--- config.mk ---
export PLATFORM = sky130hd
export DESIGN_NAME = wide_fifo_ctrl
export DESIGN_NICKNAME = d
export VERILOG_FILES = /design/src/rtl/wide_fifo_ctrl.sv
export SDC_FILE = /design/constraint.sdc
export NUM_CORES = 1
export LEC_CHECK = 0
export CAP_MARGIN = 40
export CORE_AREA = 2 2 39 41
export CTS_CLUSTER_DIAMETER = 30
export DETAILED_ROUTE_END_ITERATION = 10
export DIE_AREA = 0 0 41 43
export PLACE_DENSITY_LB_ADDON = 0.08
export SYNTH_ARGS = -nofsm -noshare
export SYNTH_HDL_FRONTEND = slang
export SYNTH_SLANG_ARGS = --single-unit
--- constraint.sdc ---
create_clock -name clk -period 2.2 [get_ports clk]
set_input_delay 0.44 -clock clk [delete_from_list [all_inputs] [get_ports clk]]
set_output_delay 0.44 -clock clk [all_outputs]
set_load 0.005 [all_outputs]
--- src/rtl/wide_fifo_ctrl.sv ---
// Wide-write / narrow-read FIFO pointer and flag controller.
// Optional sticky error flags: define WIDE_FIFO_CTRL_ERR_EN.
module wide_fifo_ctrl #(
  parameter int ADDR_WIDTH = 2
) (
  input  logic                  clk,
  input  logic                  reset,
  input  logic                  wr,
  input  logic                  rd,
  output logic                  rf_wr_en,
  output logic [ADDR_WIDTH-1:0] w_addr,
  output logic [ADDR_WIDTH-1:0] r_addr,
  output logic                  full,
  output logic                  empty,
`ifdef WIDE_FIFO_CTRL_ERR_EN
  output logic                  overflow,
  output logic                  underflow,
`endif
  output logic [ADDR_WIDTH:0]   count
);

  localparam int DEPTH = 2 ** ADDR_WIDTH;
  localparam logic [ADDR_WIDTH:0] FULL_TH =
    (ADDR_WIDTH+1)'(DEPTH - 2);
  localparam logic [ADDR_WIDTH-1:0] W_STEP =
    ADDR_WIDTH'(2);
  localparam logic [ADDR_WIDTH-1:0] R_STEP =
    ADDR_WIDTH'(1);

  logic [ADDR_WIDTH-1:0] r_w_ptr;
  logic [ADDR_WIDTH-1:0] r_r_ptr;
  logic [ADDR_WIDTH:0]   r_count;
  logic                  r_full;
  logic                  r_empty;

  logic                  w_wr_ok;
  logic                  w_rd_ok;
  logic [ADDR_WIDTH:0]   w_count_nxt;

  // Accept decisions from the registered flags; the write
  // strobe is held off while reset is asserted.
  always_comb begin
    w_wr_ok     = wr & ~r_full & ~reset;
    w_rd_ok     = rd & ~r_empty & ~reset;
    w_count_nxt = r_count
                + (ADDR_WIDTH+1)'({w_wr_ok, 1'b0})
                - (ADDR_WIDTH+1)'(w_rd_ok);
  end

  // Pointers, occupancy and flags decoded from next count.
  always_ff @(posedge clk) begin
    if (reset) begin
      r_w_ptr <= '0;
      r_r_ptr <= '0;
      r_count <= '0;
      r_full  <= 1'b0;
      r_empty <= 1'b1;
    end else begin
      if (w_wr_ok) r_w_ptr <= r_w_ptr + W_STEP;
      if (w_rd_ok) r_r_ptr <= r_r_ptr + R_STEP;
      r_count <= w_count_nxt;
      r_full  <= (w_count_nxt > FULL_TH);
      r_empty <= (w_count_nxt == '0);
    end
  end

`ifdef WIDE_FIFO_CTRL_ERR_EN
  logic r_ovf;
  logic r_unf;

  // Sticky records of requests made against the wrong flag.
  always_ff @(posedge clk) begin
    if (reset) begin
      r_ovf <= 1'b0;
      r_unf <= 1'b0;
    end else begin
      if (wr & r_full)  r_ovf <= 1'b1;
      if (rd & r_empty) r_unf <= 1'b1;
    end
  end

  assign overflow  = r_ovf;
  assign underflow = r_unf;
`endif

  assign rf_wr_en = w_wr_ok;
  assign w_addr   = r_w_ptr;
  assign r_addr   = r_r_ptr;
  assign count    = r_count;
  assign full     = r_full;
  assign empty    = r_empty;

endmodule

[Yosys cells after proc, flatten, opt, wreduce, memory -nomap -nowiden]
Cells that the tools add are included.
W data, S select, Z words.
Word-level totals
  word-level logic and storage cells: 18
  output and inout bits: 10
  bits of input ports: 4
  register bits: 9
Cells by class
  $lt $le $gt $ge: 1
  reduce and logical (&&, ||, !) cells: 1
  $add $sub $neg: 4
  bitwise operators: 7
Operators with widths (number)
  $and A1 B1 Y1: 4
  $add A3 B2 Y3: 1
  $gt A3 B2 Y1 const B: 1
  $logic_not A3 Y1: 1
  $not A1 Y1: 3
  $sub A3 B1 Y3: 1
  $add A2 B1 Y2 const B: 1
  $add A2 B2 Y2 const B: 1

[Logic depth before layout (Yosys ltp)]
  word-level depth: 6
  mapped depth: 8
  gate-level depth less buffers: 8

[Least setup slack after synthesis]
OpenSTA, ideal clock, no wires.
  path kind: in2reg
  from: input port reset
  to: register r_empty (netlist: empty)
  path slack: 0.350 ns
  cell stages on the path: 8
  library setup time: 0.116 ns
  data required time: 2.084 ns
  arrival: 1.735 ns
  buffers on the path: 1
  path through: buf_2 nand2b_1 ha_1 inv_1 ha_1 xor2_1 xnor2_1 a31o_1
Between the ends
  longest elaborated chain between the ends: 5
  elaborated cells on any way between the ends: 6
  classes of those cells: 2 x add/sub; 3 x bitwise; 1 x reduce/logical
RTL lines
  start: declaration: line 7  | input logic reset,
  $not A1 Y1: line 43, 44
  $and A1 B1 Y1: line 43  | w_wr_ok = wr & ~r_full & ~reset;
  $add A3 B2 Y3: line 46  | + (ADDR_WIDTH+1)'({w_wr_ok, 1'b0})
  $sub A3 B1 Y3: line 47  | - (ADDR_WIDTH+1)'(w_rd_ok);
  $logic_not A3 Y1: line 63  | r_empty <= (w_count_nxt == '0);
  end signal: assignment: line 63
  end: declaration: line 34  | logic r_empty;
Parallel ways exist; a longest one is shown, timed or not.
A chain may end at the register's enable or synchronous reset.

[Worst setup path after layout]
  from: input port wr
  to: output port rf_wr_en
Between the ends
  longest elaborated chain between the ends: 2
RTL lines
  start: declaration: line 8  | input logic wr,
  $and A1 B1 Y1 (2 in a row): line 43
  end: declaration: line 10  | output logic rf_wr_en,
No other way between the ends.

==> flow_metrics.py <==
metrics = {
    "place": {
        "dp_hpwl_um": 481.7,
        "gp_congestion": 0.7226,
        "io_buffers": 12,
        "place_ws_ns": -0.1278,
        "post_dp_cell_area_um2": 505.5,
    },
    "clocking": {
        "cts_tree": "yes",
        "number_of_clock_buffers_inserted_by_tritoncts": 3,
        "clock_tree.htree_level_count": 1,
        "cts.reportedPaths.clkPinSlew_ns": 0.05,
        "worst_skew_pair.late_latency_ns": 0.25,
        "maximum_buffer_depth_of_the_clock_tree": 2,
        "cts_sink_cnt": 8,
        "cts-root-buf": "sky130_fd_sc_hd__clkbuf_4",
        "postCtsHoldBufs": 0,
    },
    "sta": {
        "timing_hold_violations_final": 0,
        "final-setup-viol-count": 0,
        "postLayoutSetupSlackWorst_ns": 0.1036,
        "finClkSkew_ns": 0.002477,
        "drv_slew": 0,
        "final_period_minus_worst_setup_slack_ns": 2.096,
        "timing.fmax_ghz": 0.4770,
        "rsz0062_at_grt": "false",
        "whs_ns": 0.5230,
        "final.period_utilization_pct": 95.29,
    },
    "power": {
        "seq_power_share_pct": 36.3,
        "power.density_cell_area_nw_per_um2": 1136,
        "peakVddDrop_mv": 0.4201,
        "power.net_switching_uw": 181.5,
        "p_int_uw": 421.0,
        "comb_power_share_pct": 45.4,
        "clockPowerShare_pct": 18.3,
        "power_leakage_nw": 0.2226,
        "switching_share_pct": 30.13,
    },
    "layout": {
        "most-common-layout-cells": "12 x sky130_fd_sc_hd__clkdlybuf4s50_1, 8 x sky130_fd_sc_hd__dfxtp_1, 6 x sky130_fd_sc_hd__inv_1, 6 x sky130_fd_sc_hd__nor2_1",
        "layout_cell_share_with_drive_strength_beyond_1_pct": 12.73,
        "num_antenna_cells": 0,
        "nets": 64,
        "flow.area_growth_from_synthesis_pct": 49.30,
        "finish.instance_area_um2": 530.5,
        "layout_commonest_cell": "sky130_fd_sc_hd__clkdlybuf4s50_1",
    },
    "synth": {
        "synthesis.instances": 39,
        "mappedNetlistArea_um2": 355.3,
        "ys_warn_count": 0,
        "synth_sequential_area_ratio_pct": 45.07,
        "avgSynthCellArea_um2": 9.111,
        "ys_seq_elements": 8,
        "synth_cell_type_count": 14,
        "mappedNetlistNets": 46,
    },
    "setup_path": {
        "worst_flop_to_flop_path_endpoint": "empty",
        "worstPathArrival_ns": 1.66,
        "timing.critical_path.required_ns": 1.76,
        "worst_path_maximum_fanout": 2,
        "startpoint_type": "input pin",
        "r2r_setup_slack_ns": 0.52,
        "regToRegStartpoint": "full",
        "crit_path_start": "wr",
        "critical_path.endpoint_type": "output port",
        "rr_worst_depth": 8,
        "path_class": "input pin to output port",
    },
    "min_path": {
        "hold_path_end": "w_addr[1]",
        "holdPathStages": 2,
        "hp-class": "flip-flop to flip-flop",
        "holdCritStartpoint": "w_addr[1]",
    },
    "global_route": {
        "antenna_found_initial": 0,
        "grt_first_pass_wirelength_um": 1076,
        "grt_use_total_pct": 9.476,
        "first_global_vias": 267,
        "globalRouteOverflowTotal": 0,
        "maximum_number_of_pins_on_one_net_before_global_route_repair": 10,
    },
    "route": {
        "detail-route-antenna-nets": 0,
        "drt_iter0_markers": 0,
        "number_of_search_and_repair_iterations_in_the_first_detailed_routing_pass": 1,
        "vias_per_cell": 3.958,
        "totalWireLength_um": 601,
        "routed-via-count": 281,
        "wl_per_cell_um": 8.465,
        "post-route-drc-count": 0,
    },
    "die": {
        "initial_utilization_pct": 25.68,
        "floorplan.die.width_um": 41,
        "std_cell_rows": 14,
        "design.core.area_um2": 1384,
        "area_enclosed_by_the_die_boundary_um2": 1763,
        "chip_height_um": 43,
        "ports": 14,
    },
    "run": {
        "maxCapViolations": 0,
    },
    "status": {
        "status": "completed",
    },
}
-- cell families (layout without fill, tap and decap cells) --
| family | Yosys count | after routing | synth area share (%) |
|---|---|---|---|
| and+or+nand+nor | 12 | 12 | 17.25 |
| adders and majority gates | 3 | 3 | 10.56 |
| other | 1 | 1 | 1.055 |
| AOI/OAI and AO/OA | 2 | 2 | 3.872 |
| xor gates and xnor gates | 5 | 5 | 12.33 |
| DFF | 8 | 8 | 45.07 |
| buffers and inverters | 8 | 24 | 9.858 |
-- synth_stat cells --
library cell	number	share of area (%)
sky130_fd_sc_hd__dfxtp_1	8	45
sky130_fd_sc_hd__inv_1	6	6.3
sky130_fd_sc_hd__nor2_1	6	6.3
sky130_fd_sc_hd__ha_1	3	11
sky130_fd_sc_hd__nor2b_1	3	5.3
sky130_fd_sc_hd__xnor2_1	3	7.4
sky130_fd_sc_hd__nand2b_1	2	3.5
sky130_fd_sc_hd__xor2_1	2	4.9
sky130_fd_sc_hd__a21oi_1	1	1.4
sky130_fd_sc_hd__a31o_1	1	2.5
sky130_fd_sc_hd__buf_2	1	1.4
sky130_fd_sc_hd__buf_4	1	2.1
sky130_fd_sc_hd__conb_1	1	1.1
sky130_fd_sc_hd__nand3b_1	1	2.1
-- critical path: stages --
cell	delay, ns
sky130_fd_sc_hd__clkdlybuf4s50_1	0.45
sky130_fd_sc_hd__nor2b_2	0.14
sky130_fd_sc_hd__nand2b_1	0.09
sky130_fd_sc_hd__inv_1	0.06
sky130_fd_sc_hd__clkdlybuf4s50_1	0.48
-- what timing repair did --
action	in CTS	in global routing
buffers inserted	0	0
setup endpoints to repair	0	2
resized for setup	0	1
-- stage by stage --
step           util, %  instances  total power, mW  TNS (ns)
3_5_place_dp     36.53         68           0.4962   -0.3144
3_3_place_gp     36.53         68           0.4962   -0.3088
6_report         38.34         71           0.6025         0
2_1_floorplan        -         39           0.3649         0
4_1_cts          38.16         71           0.6133         0
5_1_grt          38.34         71           0.6627         0
-- worst max path at each step --
stage / end / slack (ns) / depth (start not counted)
2_1_floorplan: empty / 0.35 / 8
3_3_place_gp: empty / -0.12 / 9
3_5_place_dp: empty / -0.13 / 9
4_1_cts: rf_wr_en / 0.05 / 5
5_1_grt: empty / 0.03 / 9
6_report: rf_wr_en / 0.10 / 5
-- flip-flops by register name, indices dropped and copies added (netlist names) --
register  cells
r_addr        2
empty         1
full          1
w_addr        1
count         3
-- per-layer routing --
| metal | wire length [um] | track usage [%] | share of wire (%) | up-vias |
|---|---|---|---|---|
| met3 | 37 | 3.141 | 6.2 | 0 |
| met5 | 0 | 0 | 0 | - |
| met4 | 0 | 8.000 | 0 | 0 |
| li1 | - | - | - | 149 |
| met2 | 292 | 11.88 | 49 | 9 |
| met1 | 271 | 12.38 | 45 | 123 |
-- layout make-up --
type | count | area (um2)
Multi-Input combinational cell | 23 | 162.7
Sequential cell | 8 | 160.2
Inverter | 6 | 22.52
Clock buffer | 3 | 22.52
Fill cell | 139 | 853.3
Tap cell | 16 | 20.02
Timing Repair Buffer | 15 | 142.6
-- power groups by stage --
stage / combinational (mW) / sequential, mW / clock [mW]
after global routing: 0.308 / 0.227 / 0.128
after CTS: 0.278 / 0.219 / 0.117
after detailed placement: 0.275 / 0.221 / 0
after global placement: 0.277 / 0.219 / 0
final: 0.273 / 0.219 / 0.111
after floorplan: 0.141 / 0.224 / 0
Power figures use the tool's default switching activity.
